===== config.mk =====
export PLATFORM = sky130hd
export DESIGN_NAME = sprite_pos_ctrl
export DESIGN_NICKNAME = d
export VERILOG_FILES = /design/src/rtl/sprite_pos_ctrl.sv
export SDC_FILE = /design/constraint.sdc
export NUM_CORES = 1
export LEC_CHECK = 0
export CAP_MARGIN = 20
export CORE_ASPECT_RATIO = 0.8
export CORE_UTILIZATION = 40
export DETAILED_ROUTE_END_ITERATION = 6
export PLACE_DENSITY = 0.73
export SYNTH_ARGS = -nofsm -noshare
export SYNTH_HDL_FRONTEND = slang
export SYNTH_SLANG_ARGS = --single-unit
export TNS_END_PERCENT = 5

===== constraint.sdc =====
create_clock -name clk_50mhz -period 2.8 [get_ports clk_50mhz]
set_input_delay 0.56 -clock clk_50mhz [delete_from_list [all_inputs] [get_ports clk_50mhz]]
set_output_delay 0.56 -clock clk_50mhz [all_outputs]
set_load 0.02 [all_outputs]

===== src/rtl/sprite_pos_ctrl.sv =====
// sprite_pos_ctrl: bus-mapped sprite position scheduler for the LCD pixel mux.
// Shadow registers are loaded over the bus. They are committed to the active outputs
// only on the frame tick, so the picture never tears. Bounce mode steps the
// position once per frame and reflects it at the screen edges.
// Optional feature macro: SPRITE_POS_CTRL_FRAME_CNT_EN adds a 16-bit frame counter,
// which reads back in STATUS[31:16].
//
//   state      | meaning
//   -----------+----------------------------------------------------------
//   ST_IDLE    | no commit outstanding; outputs follow bounce or hold
//   ST_PENDING | commit requested; the next tick loads the shadows into the outputs
module sprite_pos_ctrl #(
    parameter logic [31:0] BASE_ADDR = 32'hf800_2000,
    parameter int          SCREEN_W  = 320,
    parameter int          SCREEN_H  = 480,
    parameter int          SPRITE_W  = 128,
    parameter int          SPRITE_H  = 128
) (
    input  logic        clk_50mhz,
    input  logic        rst_n,
    input  logic        clk_en_12_5mhz,
    input  logic [9:0]  hpos,
    input  logic [9:0]  vpos,
    input  logic [31:0] bus_addr,
    input  logic [31:0] bus_wdata,
    input  logic        bus_wen,
    input  logic        bus_ren,
    output logic [31:0] bus_rdata,
    output logic [8:0]  sprite_x,
    output logic [8:0]  sprite_y,
    output logic        sprite_en
);

    localparam logic [8:0] XMAX = 9'(SCREEN_W - SPRITE_W);
    localparam logic [8:0] YMAX = 9'(SCREEN_H - SPRITE_H);

    typedef enum logic {ST_IDLE, ST_PENDING} commit_state_t;

    commit_state_t state_q, state_d;

    logic        ctrl_en_q, ctrl_en_d, ctrl_mode_q, ctrl_mode_d;
    logic [8:0]  pos_x_q, pos_x_d, pos_y_q, pos_y_d;
    logic [3:0]  step_dx_q, step_dx_d, step_dy_q, step_dy_d;
    logic        dir_x_neg_q, dir_x_neg_d, dir_y_neg_q, dir_y_neg_d;
    logic [8:0]  sprite_x_q, sprite_x_d, sprite_y_q, sprite_y_d;
    logic        sprite_en_q, sprite_en_d;
    logic [31:0] rdata_q, rdata_d;
    logic [15:0] frame_cnt;

    logic tick, hit, wr_ctrl, wr_pos, wr_step, commit_wr, apply;
    logic [9:0] step_x, step_y;
    logic unused_ok;

    // Bit 9 of the result is the new direction (1 = negative) and bits 8:0 are the new position.
    function automatic logic [9:0] step_axis(input logic [8:0] pos, input logic [3:0] d,
                                             input logic neg, input logic [8:0] max);
        logic [9:0] sum;
        logic [9:0] res;
        sum = {1'b0, pos} + {6'd0, d};
        res = {neg, pos};
        if (d != 4'd0) begin
            if (!neg) begin
                if (sum >= {1'b0, max}) res = {1'b1, max};
                else                    res = {1'b0, sum[8:0]};
            end else begin
                if (pos <= {5'd0, d}) res = {1'b0, 9'd0};
                else                  res = {1'b1, pos - {5'd0, d}};
            end
        end
        return res;
    endfunction

    function automatic logic [8:0] clamp(input logic [8:0] v, input logic [8:0] max);
        return (v > max) ? max : v;
    endfunction

    assign tick      = clk_en_12_5mhz && (hpos == 10'd0) && (vpos == 10'd0);
    assign hit       = (bus_addr[31:4] == BASE_ADDR[31:4]);
    assign wr_ctrl   = bus_wen && hit && (bus_addr[3:2] == 2'd0);
    assign wr_pos    = bus_wen && hit && (bus_addr[3:2] == 2'd1);
    assign wr_step   = bus_wen && hit && (bus_addr[3:2] == 2'd2);
    assign commit_wr = wr_ctrl && bus_wdata[2];
    assign unused_ok = &{1'b0, bus_ren, bus_addr[1:0], bus_wdata};

    // Commit FSM next state; a commit that lands on the applying tick stays queued for the next frame.
    always_comb begin
        state_d = state_q;
        apply   = 1'b0;
        case (state_q)
            ST_IDLE: begin
                if (commit_wr) state_d = ST_PENDING;
            end
            ST_PENDING: begin
                if (tick) begin
                    apply   = 1'b1;
                    state_d = commit_wr ? ST_PENDING : ST_IDLE;
                end
            end
            default: state_d = ST_IDLE;
        endcase
    end

    // Register-file writes, commit application and bounce stepping.
    always_comb begin
        ctrl_en_d   = ctrl_en_q;
        ctrl_mode_d = ctrl_mode_q;
        pos_x_d     = pos_x_q;
        pos_y_d     = pos_y_q;
        step_dx_d   = step_dx_q;
        step_dy_d   = step_dy_q;
        dir_x_neg_d = dir_x_neg_q;
        dir_y_neg_d = dir_y_neg_q;
        sprite_x_d  = sprite_x_q;
        sprite_y_d  = sprite_y_q;
        sprite_en_d = sprite_en_q;
        step_x      = step_axis(sprite_x_q, step_dx_q, dir_x_neg_q, XMAX);
        step_y      = step_axis(sprite_y_q, step_dy_q, dir_y_neg_q, YMAX);

        if (wr_ctrl) begin
            ctrl_en_d   = bus_wdata[0];
            ctrl_mode_d = bus_wdata[1];
        end
        if (wr_pos) begin
            pos_x_d = bus_wdata[8:0];
            pos_y_d = bus_wdata[24:16];
        end
        if (wr_step) begin
            step_dx_d = bus_wdata[3:0];
            step_dy_d = bus_wdata[19:16];
        end

        if (apply) begin
            sprite_en_d = ctrl_en_q;
            sprite_x_d  = clamp(pos_x_q, XMAX);
            sprite_y_d  = clamp(pos_y_q, YMAX);
            dir_x_neg_d = 1'b0;
            dir_y_neg_d = 1'b0;
        end else if (tick && ctrl_en_q && ctrl_mode_q) begin
            {dir_x_neg_d, sprite_x_d} = step_x;
            {dir_y_neg_d, sprite_y_d} = step_y;
        end
    end

    // Read decode; registered into bus_rdata on the next edge.
    always_comb begin
        rdata_d = 32'd0;
        if (hit) begin
            case (bus_addr[3:2])
                2'd0:    rdata_d = {30'd0, ctrl_mode_q, ctrl_en_q};
                2'd1:    rdata_d = {7'd0, pos_y_q, 7'd0, pos_x_q};
                2'd2:    rdata_d = {12'd0, step_dy_q, 12'd0, step_dx_q};
                default: rdata_d = {frame_cnt, 13'd0, dir_y_neg_q, dir_x_neg_q,
                                    state_q == ST_PENDING};
            endcase
        end
    end

`ifdef SPRITE_POS_CTRL_FRAME_CNT_EN
    logic [15:0] frame_cnt_q, frame_cnt_d;

    // Frame counter advances on every tick and wraps.
    always_comb begin
        frame_cnt_d = frame_cnt_q;
        if (tick) frame_cnt_d = frame_cnt_q + 16'd1;
    end

    // Frame counter register.
    always_ff @(posedge clk_50mhz) begin
        if (!rst_n) frame_cnt_q <= 16'd0;
        else        frame_cnt_q <= frame_cnt_d;
    end

    assign frame_cnt = frame_cnt_q;
`else
    assign frame_cnt = 16'd0;
`endif

    // State and datapath registers with synchronous active-low reset.
    always_ff @(posedge clk_50mhz) begin
        if (!rst_n) begin
            state_q     <= ST_IDLE;
            ctrl_en_q   <= 1'b0;
            ctrl_mode_q <= 1'b0;
            pos_x_q     <= 9'd0;
            pos_y_q     <= 9'd0;
            step_dx_q   <= 4'd0;
            step_dy_q   <= 4'd0;
            dir_x_neg_q <= 1'b0;
            dir_y_neg_q <= 1'b0;
            sprite_x_q  <= 9'd0;
            sprite_y_q  <= 9'd0;
            sprite_en_q <= 1'b0;
            rdata_q     <= 32'd0;
        end else begin
            state_q     <= state_d;
            ctrl_en_q   <= ctrl_en_d;
            ctrl_mode_q <= ctrl_mode_d;
            pos_x_q     <= pos_x_d;
            pos_y_q     <= pos_y_d;
            step_dx_q   <= step_dx_d;
            step_dy_q   <= step_dy_d;
            dir_x_neg_q <= dir_x_neg_d;
            dir_y_neg_q <= dir_y_neg_d;
            sprite_x_q  <= sprite_x_d;
            sprite_y_q  <= sprite_y_d;
            sprite_en_q <= sprite_en_d;
            rdata_q     <= rdata_d;
        end
    end

    assign bus_rdata = rdata_q;
    assign sprite_x  = sprite_x_q;
    assign sprite_y  = sprite_y_q;
    assign sprite_en = sprite_en_q;

endmodule

== Yosys cells after proc, flatten, opt, wreduce, memory -nomap -nowiden ==
Cells that the tools add are included.

* Add/subtract/negate cells: 4
* Magnitude comparators: 6
* Eq/ne operators: 3
* Muxes and demuxes: 20
* Bitwise logic cells: 2
* Reductions and logical operators: 23

{| class="wikitable"
|+ Operator list
! operator !! count
|-
| 25-bit case mux with 3 select lines || 1
|-
| 9-bit 2-to-1 mux || 8
|-
| 10-bit 2-to-1 mux || 6
|-
| 28-bit == test, second input constant || 1
|-
| 9-bit by 4-bit adder with 10-bit output || 2
|-
| 10-bit zero test || 2
|-
| 9-bit by 4-bit less-or-equal comparator with 1-bit output || 2
|-
| 9-bit by 4-bit subtractor with 9-bit output || 2
|-
| 10-bit by 8-bit >= comparator with 1-bit output, second input constant || 1
|-
| 10-bit by 9-bit >= comparator with 1-bit output, second input constant || 1
|-
| 2-bit AND reduction || 5
|-
| 9-bit by 8-bit > comparator with 1-bit output, second input constant || 1
|-
| 9-bit > comparator, second input constant || 1
|-
| 1-bit logical AND || 9
|-
| 4-bit nonzero test || 2
|-
| 2-bit nonzero test || 3
|-
| 1-bit 2-to-1 mux || 4
|-
| 2-bit by 1-bit == test with 1-bit output, second input constant || 1
|-
| 2-bit == test, second input constant || 1
|-
| 2-bit zero test || 1
|-
| 1-bit inverter || 2
|-
| 1-bit case mux with 2 select lines || 1
|-
| 2-bit OR reduction || 1
|}

* Register bits after elaboration: 82
* Bits of input ports: 89
* Output and inout port bits: 51
* Logic and storage cells: 71

== Depth between registers and ports, before layout ==
* Depth in word-level cells: 7
* Mapped depth: 11
* Depth with buffers taken out: 11

== Worst setup path after synthesis ==
No wires, ideal clock.

* Path type: reg-to-reg
* Start: register sprite_x_q[2] (netlist: sprite_x[2])
* End: register sprite_x_q[0] (netlist: sprite_x[0])
* Library setup time: 91 ps
* Arrival: 2,436 ps
* Required time: 2,709 ps
* Path slack: 273 ps
* Cell stages (with the launch flop): 10
* Buffers on the path: 1
* Period minus slack after synthesis: 2,527 ps
* Cell sequence: dfxtp_1 ha_1 buf_2 nand2b_4 a221oi_1 xnor2_1 o21bai_1 a21oi_1 or4_1 a311oi_1

* Word-level cells in the longest chain between the ends: 7
* Elaborated cells on any way between the ends: 9
* Those cells by class: add/sub (1); order compare (2); mux (6)

{| class="wikitable"
|+ Ends and longest elaborated chain
! element !! line !! source
|-
| start: declaration || 45 || <nowiki>logic [8:0] sprite_x_q, sprite_x_d, sprite_y_q, sprite_y_d;</nowiki>
|-
| start signal: assignment || 204 || <nowiki>sprite_x_q <= sprite_x_d;</nowiki>
|-
| 9-bit by 4-bit adder with 10-bit output || 59 || <nowiki>sum = {1'b0, pos} + {6'd0, d};</nowiki>
|-
| 10-bit by 8-bit >= comparator with 1-bit output || 63 || <nowiki>if (sum >= {1'b0, max}) res = {1'b1, max};</nowiki>
|-
| 10-bit 2-to-1 mux || 63 ||
|-
| 10-bit 2-to-1 mux (*) || 62 || <nowiki>if (!neg) begin</nowiki>
|-
| 9-bit 2-to-1 mux (*) || 61 || <nowiki>if (d != 4'd0) begin</nowiki>
|-
| 9-bit 2-to-1 mux (*) || 138 || <nowiki>end else if (tick && ctrl_en_q && ctrl_mode_q) begin</nowiki>
|-
| 9-bit 2-to-1 mux (*) || 132 || <nowiki>if (apply) begin</nowiki>
|}

Every way passes the cells marked *; elsewhere a longest branch is shown, timed or not. The select of a mux whose other input is x is not followed.
A chain may end at the register's enable or synchronous reset.

== Worst setup path after layout ==
* Start: register step_dx_q[3]
* End: register sprite_x_q[0] (netlist: sprite_x[0])

* Word-level cells in the longest chain between the ends: 7
* Elaborated cells on any way between the ends: 12
* Those cells by class: add/sub (1); order compare (2); mux (6); reduce/logical (3)

{| class="wikitable"
|+ Ends and longest elaborated chain
! element !! line !! source
|-
| start: declaration || 43 || <nowiki>logic [3:0] step_dx_q, step_dx_d, step_dy_q, step_dy_d;</nowiki>
|-
| start signal: assignment || 200 || <nowiki>step_dx_q <= step_dx_d;</nowiki>
|-
| 9-bit by 4-bit adder with 10-bit output || 59 ||
|-
| 10-bit by 8-bit >= comparator with 1-bit output || 63 ||
|-
| 10-bit 2-to-1 mux || 63 ||
|-
| 10-bit 2-to-1 mux || 62 ||
|-
| 9-bit 2-to-1 mux || 61 ||
|-
| 9-bit 2-to-1 mux || 138 ||
|-
| 9-bit 2-to-1 mux || 132 ||
|}

Parallel ways exist; a longest one is shown, timed or not. The select of a mux whose other input is x is not followed.

==> impl_metrics.tcl <==
set metrics [dict create \
    wirelength_um 13700 \
    post-route-util_pct 58.7 \
    grt_pass1_wl_um 21500 \
    ys_async_sr_fraction_pct 0 \
    use_met2_pct 37.8 \
    ys_seq_area_share_pct 30.9 \
    die_h_um 95.9 \
    syn_area_sq_um 4410 \
    cts_sinks 68 \
    avgSynthCellArea_sq_um 8.24 \
    critPathRequiredTime_ns 3.02 \
    fp-row-count 33 \
    grt_start_max_net_pins 21 \
    drtAntennaViolNets 0 \
    fin_cells 815 \
    fin_ws_ns 0.130 \
    worst_setup_path_end_kind "flip-flop" \
    multiInputGateArea_sq_um 2810 \
    global_route.usage.met3_pct 5.63 \
    grt-ovfl-total 0 \
    power-per-cell-area_nw_per_um2 369 \
    dpl_cell_area_sq_um 5830 \
    seq_area_sq_um 1360 \
    dp_hpwl_um 10800 \
    mostFrequentLayoutCells "clkdlybuf4s50_1, dfxtp_1, nor2_1" \
    hold_viol 0 \
    synth-edff-count 0 \
    ys_ff_latch 68 \
    wl_per_cell_um 16.8 \
    fin_area_sq_um 6160 \
    portBuffers 108 \
    hp-class "flip-flop to flip-flop" \
    first_iter_violations 412 \
    drc 0 \
    synthFlopType "dfxtp_1" \
    place_ws_ns -0.164 \
    root_buffer "clkbuf_16" \
    clkTransAtPathRegs_ns 0.06 \
    firstDrtPassIters 5 \
    fin_nets 779 \
    layout_commonest_cell "clkdlybuf4s50_1" \
    yosys-top-cells-area "dfxtp_1, mux2i_1, nor2_1" \
    fin_crit_ns 2.67 \
    gp_congestion 0.891 \
    drv_cap 0 \
    leakagePower_nw 2.31 \
    worst_ir_drop_vdd_mv 0.284 \
    diodes 0 \
    cts_buffers 9 \
    use_met1_pct 33.2 \
    clk-insertion-delay-late_ns 0.33 \
    viasPerCell 5.60 \
    start_util_pct 42.0 \
    die_x_um 119 \
    status "finished, final reports clean" \
    core-area_sq_um 10500 \
    postCtsSetupBuffers 0 \
    clk_path_buf_depth 2 \
    syn_to_final_growth_pct 39.8 \
    h-tree-depth 3 \
    cp.arrival_ns 2.89 \
    crit_fanout 8 \
    drive_gt1_share_pct 13.6 \
    grt_pass1_vias 4275 \
    dieArea_sq_um 11400 \
    synth_area_leader_cell "dfxtp_1" \
    path_class "flip-flop to flip-flop" \
    rsz0062_at_grt "yes" \
    grt-busiest-layer "met2" \
    setup_viol 0 \
    max_slew_margin_pct 59.1 \
    placed_cells 799 \
    ctsHoldBuffers 0 \
    min_period_over_period_pct 95.4 \
    crit_path_start_kind "flip-flop" \
    syn_inst 535 \
    track_usage_pct 23.9 \
    vias 4565 \
    cts_tree "yes" \
    netlist.area_leader.share_pct 30.9 \
    slew_viol_final 0 \
    fin_skew_ns 0.00643 \
    io_pins 140 \
    antenna_found_initial 0 \
    fillers 943 \
    tightest_slew_ns 0.609 \
    yosys_warnings 0 \
    tns_ns 0 \
    max_freq_mhz 375 \
    synth_cell_types 75 \
]
## path summary, 6_finish.rpt
kind | start | endpoint | slack, ns | depth (start not counted)
worst max-delay path | step_dx_q[3] | sprite_x[0] | 0.13 | 9
worst min-delay path | sprite_en | sprite_en | 0.50 | 2
worst max register to register | step_dx_q[3] | sprite_x[0] | 0.13 | 9
worst min register to register | sprite_en | sprite_en | 0.50 | 2
## repair_timing
action / CTS / global route
setup endpoints to repair: 1 / 7
gates resized for setup: 1 / 7
pin swaps: 0 / 1
hold endpoints to repair: 0 / 0
## flip-flops by register name, indices dropped and copies added (netlist names), 4 cells and up
name       count
pos_x_q        9
sprite_x       9
bus_rdata     18
pos_y_q        9
sprite_y       9
step_dy_q      4
step_dx_q      4
## power breakdown
part	switching [mW]	leakage, nW	internal, mW
combinational	0.0633	1.63	0.101
clock	0.448	0.138	0.692
sequential	0.000000000356	0.548	0.967
total	0.512	2.31	1.76
## cell usage after synthesis (2+ instances only)
library cell and instances:
o31a_1 3, nand4_1 5, dfxtp_1 68, nand2b_1 5, nand4b_1 2, a211oi_1 8, o211ai_1 3, and4_1 2
and2_1 12, a31oi_1 3, inv_1 19, and3_1 9, nor4_1 14, o21ai_0 28, xor2_1 2, o21bai_1 2
or4_1 3, a21o_1 4, nor3_1 15, clkbuf_1 16, nand2_1 36, o2111ai_1 2, a21oi_1 41, nand3_1 13
a22oi_1 7, buf_2 9, a41o_1 2, a221oi_1 2, a31o_2 2, buf_4 17, nor2_1 58, o22ai_1 3
mux4_2 2, xnor2_1 12, fa_1 4, mux2i_1 30, nor2b_1 8, a211o_1 3, nor3b_1 2, nor4b_1 4
or2_2 5, ha_1 16, a2111oi_0 2
## critical path: stages, from the launching register on
cell and delay (ns):
dfxtp_1 0.41, inv_1 0.07, ha_2 0.41, inv_2 0.07, o211ai_1 0.14, nand2_1 0.17, o32ai_4 0.38, a21oi_1 0.13
or4_1 0.49, a311oi_1 0.28
## cell type report
type	count	share of cell area [%]
multi-input cells	417	45.6
repair buffers	153	23.2
flip-flops and latches	68	22.1
clock buffers	9	3.66
well taps	140	2.84
inverters	21	1.28
clock inverters	7	1.22
## logic make-up after synthesis
kind of cell               count (synthesis)  share of synthesized area, %
DFF                                       68                          30.9
AOI/OAI and AO/OA                        128                          19.2
adders and majority gates                 20                          6.36
and+or+nand+nor                          209                          25.8
buffers and inverters                     63                          7.07
other                                      1                        0.0851
muxes                                     32                          7.84
xor gates and xnor gates                  14                          2.78
## through the flow
| step | power [mW] | hold WS (ns) |
|---|---|---|
| floorplan | 1.04 | 0.452 |
| global placement | 1.15 | 0.479 |
| detailed placement | 1.15 | 0.493 |
| CTS | 2.27 | 0.506 |
| global route | 2.32 | 0.521 |
| finish | 2.27 | 0.497 |
## metal layers
| layer | up-vias | wire [um] |
|---|---|---|
| met2 | 222 | 5960 |
| met5 | - | 0 |
| li1 | 2180 | - |
| met3 | 15 | 1260 |
| met1 | 2148 | 6310 |
| met4 | 0 | 129 |
No activity file was read; power rests on OpenSTA's default activity.
